==> config.mk <==
export PLATFORM = sky130hd
export DESIGN_NAME = score_display
export DESIGN_NICKNAME = d
export VERILOG_FILES = /design/src/rtl/score_display.sv
export SDC_FILE = /design/constraint.sdc
export NUM_CORES = 1
export LEC_CHECK = 0
export ABC_AREA = 1
export CAP_MARGIN = 20
export CELL_PAD_IN_SITES_DETAIL_PLACEMENT = 0
export CELL_PAD_IN_SITES_GLOBAL_PLACEMENT = 1
export CORE_MARGIN = 2
export CORE_UTILIZATION = 43
export CTS_BUF_LIST = sky130_fd_sc_hd__clkbuf_8
export DETAILED_ROUTE_END_ITERATION = 6
export DONT_BUFFER_PORTS = 1
export PLACE_DENSITY_LB_ADDON = 0.1
export SYNTH_ARGS = -nofsm -noshare
export SYNTH_HDL_FRONTEND = slang
export SYNTH_SLANG_ARGS = --single-unit
==> constraint.sdc <==
create_clock -name clk -period 1.44 [get_ports clk]
set_input_delay 0.288 -clock clk [delete_from_list [all_inputs] [get_ports clk]]
set_output_delay 0.288 -clock clk [all_outputs]
set_load 0.05 [all_outputs]
==> src/rtl/score_display.sv <==
// Purpose: multiplexed 7-segment driver with sequential binary-to-BCD conversion, zero blanking, overflow dashes, blink and decimal points.
// Latency: BIN_W cycles from an accepted load to the display digit update; seg/dp/an lag the scan index by one cycle.
// Backpressure: busy is high while converting; a load that arrives while busy is dropped.
module score_display #(
    parameter int NUM_DIGITS = 4,
    parameter int BIN_W      = 14,
    parameter int SCAN_W     = 16,
    parameter int BLINK_W    = 26
) (
    input  logic                  clk,
    input  logic                  rst,
    input  logic [BIN_W-1:0]      value,
    input  logic                  load,
    input  logic                  blank_lz,
    input  logic                  blink_en,
    input  logic [NUM_DIGITS-1:0] dp_mask,
    output logic                  busy,
    output logic                  overflow,
    output logic [6:0]            seg,
    output logic                  dp,
    output logic [NUM_DIGITS-1:0] an
);
    localparam int BCD_W = 4 * NUM_DIGITS;
    localparam int IDX_W = (NUM_DIGITS > 1) ? $clog2(NUM_DIGITS) : 1;
    localparam int CNT_W = $clog2(BIN_W + 1);

    // Largest value representable in NUM_DIGITS decimal digits.
    function automatic logic [63:0] max_disp(input int n);
        logic [63:0] p;
        p = 64'd1;
        for (int i = 0; i < n; i++) p = p * 64'd10;
        return p - 64'd1;
    endfunction
    localparam logic [63:0] MAX_VAL = max_disp(NUM_DIGITS);

    function automatic logic [6:0] decode(input logic [3:0] d);
        case (d)
            4'd0:    return 7'b1000000;
            4'd1:    return 7'b1111001;
            4'd2:    return 7'b0100100;
            4'd3:    return 7'b0110000;
            4'd4:    return 7'b0011001;
            4'd5:    return 7'b0010010;
            4'd6:    return 7'b0000010;
            4'd7:    return 7'b1111000;
            4'd8:    return 7'b0000000;
            4'd9:    return 7'b0010000;
            default: return 7'b1111111;
        endcase
    endfunction

    logic                  busy_q, busy_d;
    logic [CNT_W-1:0]      cnt_q, cnt_d;
    logic [BIN_W-1:0]      shift_q, shift_d;
    logic [BCD_W-1:0]      bcd_q, bcd_d;
    logic                  ovf_pend_q, ovf_pend_d;
    logic [BCD_W-1:0]      disp_q, disp_d;
    logic                  ovf_q, ovf_d;
    logic [SCAN_W-1:0]     presc_q, presc_d;
    logic [BLINK_W-1:0]    blink_q, blink_d;
    logic [IDX_W-1:0]      idx_q, idx_d;
    logic [6:0]            seg_q, seg_d;
    logic                  dp_q, dp_d;
    logic [NUM_DIGITS-1:0] an_q, an_d;

    logic [BCD_W-1:0]      adj;
    logic [BCD_W-1:0]      step;
    logic [3:0]            digit;
    logic [NUM_DIGITS-1:0] blank_vec;
    logic                  above_zero;
    logic [3:0]            cur;

    // One double-dabble step: add 3 to every BCD digit >= 5, then shift in the next binary MSB.
    always_comb begin
        adj   = '0;
        digit = '0;
        for (int i = 0; i < NUM_DIGITS; i++) begin
            digit = bcd_q[4*i +: 4];
            if (digit >= 4'd5) digit = digit + 4'd3;
            adj[4*i +: 4] = digit;
        end
        step = {adj[BCD_W-2:0], shift_q[BIN_W-1]};
    end

    // Conversion sequencer; the shadow only reaches the display on the final step, so no partial value is ever shown.
    always_comb begin
        busy_d     = busy_q;
        cnt_d      = cnt_q;
        shift_d    = shift_q;
        bcd_d      = bcd_q;
        ovf_pend_d = ovf_pend_q;
        disp_d     = disp_q;
        ovf_d      = ovf_q;
        if (busy_q) begin
            bcd_d   = step;
            shift_d = shift_q << 1;
            cnt_d   = cnt_q + CNT_W'(1);
            if (cnt_q == CNT_W'(BIN_W - 1)) begin
                busy_d = 1'b0;
                disp_d = step;
                ovf_d  = ovf_pend_q;
            end
        end else if (load) begin
            busy_d     = 1'b1;
            shift_d    = value;
            bcd_d      = '0;
            cnt_d      = '0;
            // Overflow is judged on the full binary value; the BCD shadow drops high digits.
            ovf_pend_d = (64'(value) > MAX_VAL);
        end
    end

    // Digit scanning, blink phase and the registered segment/anode/dp outputs.
    always_comb begin
        presc_d = presc_q + SCAN_W'(1);
        blink_d = blink_q + BLINK_W'(1);
        idx_d   = idx_q;
        if (presc_q == '1) begin
            idx_d = (idx_q == IDX_W'(NUM_DIGITS - 1)) ? '0 : idx_q + IDX_W'(1);
        end

        above_zero = 1'b1;
        blank_vec  = '0;
        for (int i = NUM_DIGITS - 1; i >= 1; i--) begin
            above_zero   = above_zero & (disp_q[4*i +: 4] == 4'd0);
            blank_vec[i] = above_zero;
        end

        cur = disp_q[4*idx_q +: 4];
        if (ovf_q)                           seg_d = 7'b0111111;
        else if (blank_lz && blank_vec[idx_q]) seg_d = 7'b1111111;
        else                                 seg_d = decode(cur);

        dp_d = ~dp_mask[idx_q];
        an_d = ~(NUM_DIGITS'(1) << idx_q);
        if (blink_en && blink_q[BLINK_W-1]) an_d = '1;
    end

    // State registers with synchronous reset.
    always_ff @(posedge clk) begin
        if (rst) begin
            busy_q     <= 1'b0;
            cnt_q      <= '0;
            shift_q    <= '0;
            bcd_q      <= '0;
            ovf_pend_q <= 1'b0;
            disp_q     <= '0;
            ovf_q      <= 1'b0;
            presc_q    <= '0;
            blink_q    <= '0;
            idx_q      <= '0;
            seg_q      <= 7'b1111111;
            dp_q       <= 1'b1;
            an_q       <= '1;
        end else begin
            busy_q     <= busy_d;
            cnt_q      <= cnt_d;
            shift_q    <= shift_d;
            bcd_q      <= bcd_d;
            ovf_pend_q <= ovf_pend_d;
            disp_q     <= disp_d;
            ovf_q      <= ovf_d;
            presc_q    <= presc_d;
            blink_q    <= blink_d;
            idx_q      <= idx_d;
            seg_q      <= seg_d;
            dp_q       <= dp_d;
            an_q       <= an_d;
        end
    end

    assign busy     = busy_q;
    assign overflow = ovf_q;
    assign seg      = seg_q;
    assign dp       = dp_q;
    assign an       = an_q;
endmodule
==> impl_metrics.py <==
metrics = {
    "status": {
        "status": "completed",
    },
    "pwr": {
        "clockPowerShare_pct": 31.4,
        "comb_power_share_pct": 6.1,
        "internal_power_mw": 3.769,
        "pwr-share-seq_pct": 62.5,
        "total_power_mw": 5.039,
        "power.static_leakage_nw": 2.498,
        "pwr_density_cell_nw_per_um2": 805.6,
        "ir_drop_mv": 0.6699,
        "switching_power_mw": 1.269,
        "power.share.switching_pct": 25.19,
    },
    "setup_path": {
        "rr_worst_depth": 9,
        "cp_num_buf_inv": 1,
        "worstSetupEndpointType": "register",
        "critical_path_data_required_time_ns": 1.71,
        "worst_ep_arrival_time_ns": 1.67,
        "critPathMaxFanout": 7,
        "setup.worst_path.start_class": "register",
        "worstSetupPathType": "reg -> reg",
        "regToRegEndpoint": "seg[3]",
        "source_of_the_worst_register_to_register_timing_path": "idx_q[0]",
        "timing.reg2reg.setup_slack_ns": 0.04,
        "worstPathCellList": "inv_6, nand2_2, nand2_1, nand2_1, nand2_4, ha_4, nand2_1, nand3_1, nand3_1",
        "critical-path-max-stage-delay_ns": 0.42,
        "critPathSlowestCell": "dfxtp_4",
        "path_delay_family": "simple AND/OR/NAND/NOR gates",
        "crit_path_frequent_cell": "nand2_1",
    },
    "clock_tree": {
        "ctsRootBufferMaster": "clkbuf_8",
        "inserted_clock_buffers": 9,
        "tritoncts": "built",
        "worst_setup_hold_path_clk_slew_ns": 0.10,
        "clkSinkCount": 109,
        "clock_insertion_delay_worst_skew_ns": 0.38,
        "htree_levels": 3,
        "clockBufferDepth": 2,
    },
    "final_layout": {
        "antenna_cells_inserted": 0,
        "layout.core_utilization_pct": 51.86,
        "post_layout_nonfiller_instances": 970,
        "mostFrequentLayoutCell": "nand2_1",
        "drive_gt1_share_pct": 17.33,
        "final_nets": 845,
        "multi_input_comb_area_um2": 2893,
        "layout.cells.most_common_list": "190 x nand2_1, 95 x dfxtp_1, 90 x inv_1, 76 x nor2_1, 70 x nand3_1",
        "seq_area_um2": 2205,
        "area_growth_pct": 16.83,
        "n_fill_cell": 1225,
    },
    "synthesis": {
        "postSynth.topFlopCell": "dfxtp_1",
        "synth_mux_area_share_pct": 0.4207,
        "yosys_warnings": 0,
        "postSynth.asyncResetShare_pct": 0,
        "synth.net_count": 808,
        "post_synth.cell_area_avg_um2": 7.008,
        "synthXorXnorAreaFrac_pct": 1.799,
        "synth_edf_count": 0,
        "synth-compound-area-share_pct": 9.512,
        "synth-adder-area-share_pct": 4.908,
        "synth-seq-area-share_pct": 40.76,
        "synthDistinctLibCells": 39,
        "synthSimpleGateAreaFrac_pct": 33.63,
        "mappedNetlistArea_um2": 5354,
        "cells_after_synthesis": 764,
        "synth_top_family_by_area": "simple AND/OR/NAND/NOR gates",
        "synth.ff_latch_count": 109,
    },
    "timing": {
        "worst_slew_pin_slew_ns": 0.5039,
        "slew-limit-headroom_pct": 66.36,
        "maxClockFrequency_mhz": 714.2,
        "setup_viol_count_final": 0,
        "final_min_period_over_clock_period_pct": 97.23,
        "final_hold_viol_count": 0,
        "fin_crit_ns": 1.400,
        "report.final.slew_viol_count": 0,
        "rsz0062_at_grt": "true",
        "post-route-worst-setup-slack_ns": 0.03989,
        "clock_skews_ns": 0.006257,
    },
    "hold_path": {
        "min-delay-start": "rst",
        "holdCritPathClass": "in -> reg",
        "hold-path-cell-count": 2,
        "min_to": "an[2]",
    },
    "route": {
        "amount_of_wire_on_met3_after_detailed_routing_um": 461,
        "m1WireLength_um": 5768,
        "total_drc_errors_in_the_routed_layout": 0,
        "detail_route.first_pass.iterations": 4,
        "wl_met2_um": 6156,
        "route.antenna.remaining_nets": 0,
        "totalWireLength_um": 12490,
        "viasPerCell": 4.969,
        "top_layer": "met4",
        "initialDrtViolationCount": 192,
        "routed_wire_length_per_instance_um": 12.87,
        "route.vias.total": 4820,
    },
    "place": {
        "post-place-ws_ns": -0.03867,
        "portBuffers": 0,
        "detailed_place_hpwl_um": 8941,
        "place.gp.congestion": 0.8293,
        "place.detailed.instances": 952,
    },
    "floorplan": {
        "floorplan.initialDensity_pct": 44.39,
        "core.rowCount": 40,
        "fp.dieArea_um2": 13360,
        "io-pin-count": 37,
        "core_area_um2": 12060,
        "die-height_um": 115.6,
        "die_width_um": 115.6,
    },
    "global_route": {
        "global_route.usage.total_pct": 19.12,
        "grt_remaining_overflow": 0,
        "grt_pass1_wl_um": 20330,
        "grt_max_degree": 44,
        "antenna_found_initial": 0,
        "vias_in_the_first_global_route": 4454,
    },
    "run": {
        "cap_viol_max_count": 0,
    },
}
[registers in the layout (all words and copies together), names as in the netlist, 4 cells and up]
register and count:
an 4, bcd_q 16, blink_q 26, cnt_q 4, disp_q 16, presc_q 16
seg 7, shift_q 14
[worst max-delay path by stage]
| stage | from | to | slack (ns) | cells past startpoint |
|---|---|---|---|---|
| after CTS | idx_q[1] | seg[6] | 0.003 | 10 |
| after detailed placement | idx_q[0] | seg[6] | -0.04 | 11 |
| after floorplan | idx_q[1] | seg[6] | -0.05 | 11 |
| after global routing | idx_q[0] | seg[3] | -0.07 | 9 |
| after global placement | idx_q[0] | seg[6] | 0.01 | 11 |
| final | idx_q[0] | seg[3] | 0.04 | 9 |
[through the flow]
step	instance area, um2	hold WS, ns	setup TNS [ns]
after floorplan	5359	0.4297	-0.05455
after global placement	5818	0.3606	0
after detailed placement	5818	0.3614	-0.03867
after CTS	5996	0.05157	0
after global routing	6255	0.05842	-0.2047
final	6255	0.07240	0
[layout make-up]
| type | instances | share of cell area, % |
|---|---|---|
| multi-input combinational | 534 | 46.25 |
| sequential | 109 | 35.25 |
| timing repair buffer | 46 | 6.701 |
| inverter | 101 | 6.181 |
| tap | 168 | 3.361 |
| clock buffer | 9 | 1.980 |
| clock inverter | 3 | 0.2801 |
[power groups by stage]
| stage | Combinational (mW) | Sequential, mW | Clock [mW] |
|---|---|---|---|
| floorplan | 0.191 | 3.22 | 0 |
| global placement | 0.268 | 3.21 | 0 |
| detailed placement | 0.275 | 3.22 | 0 |
| CTS | 0.304 | 3.15 | 1.66 |
| global route | 0.348 | 3.16 | 1.77 |
| finish | 0.306 | 3.15 | 1.58 |
[kinds of logic (layout without fill, tap and decap cells)]
family | count (synthesis) | after routing
and+or+nand+nor | 406 | 406
buffers and inverters | 121 | 159
DFF | 109 | 109
AOI/OAI and AO/OA | 95 | 95
adders and majority gates | 21 | 21
xor gates and xnor gates | 11 | 11
muxes | 1 | 1
[timing repair]
item / CTS / global route
gates resized for setup: 4 / 65
cloned: 0 / 0
setup buffers: 1 / 4
endpoints found under the hold margin: 43 / 0
endpoints found under the setup margin: 4 / 44
hold buffers: 1 / 0
pin swaps: 0 / 13
[routing by layer]
| metal | up-vias | track usage (%) |
|---|---|---|
| li1 | 2500 | - |
| met1 | 2250 | 24.54 |
| met2 | 60 | 32.20 |
| met3 | 10 | 5.335 |
| met4 | 0 | 4.096 |
| met5 | - | 0 |
[cells in the mapped netlist (4+ instances only)]
cell / count / area, um2
a21oi_1: 41 / 205.2
a22oi_1: 4 / 30.03
buf_2: 6 / 30.03
clkbuf_1: 10 / 37.54
dfxtp_1: 109 / 2182
ha_1: 21 / 262.8
inv_1: 93 / 349.1
inv_2: 7 / 26.28
nand2_1: 201 / 754.5
nand2_2: 4 / 25.02
nand2_4: 4 / 45.04
nand3_1: 79 / 395.4
nand3b_1: 9 / 67.56
nand4_1: 8 / 50.05
nor2_1: 84 / 315.3
o21ai_0: 36 / 180.2
o22ai_1: 4 / 25.02
xor2_1: 9 / 78.83
(Power assumes the default switching activity.)
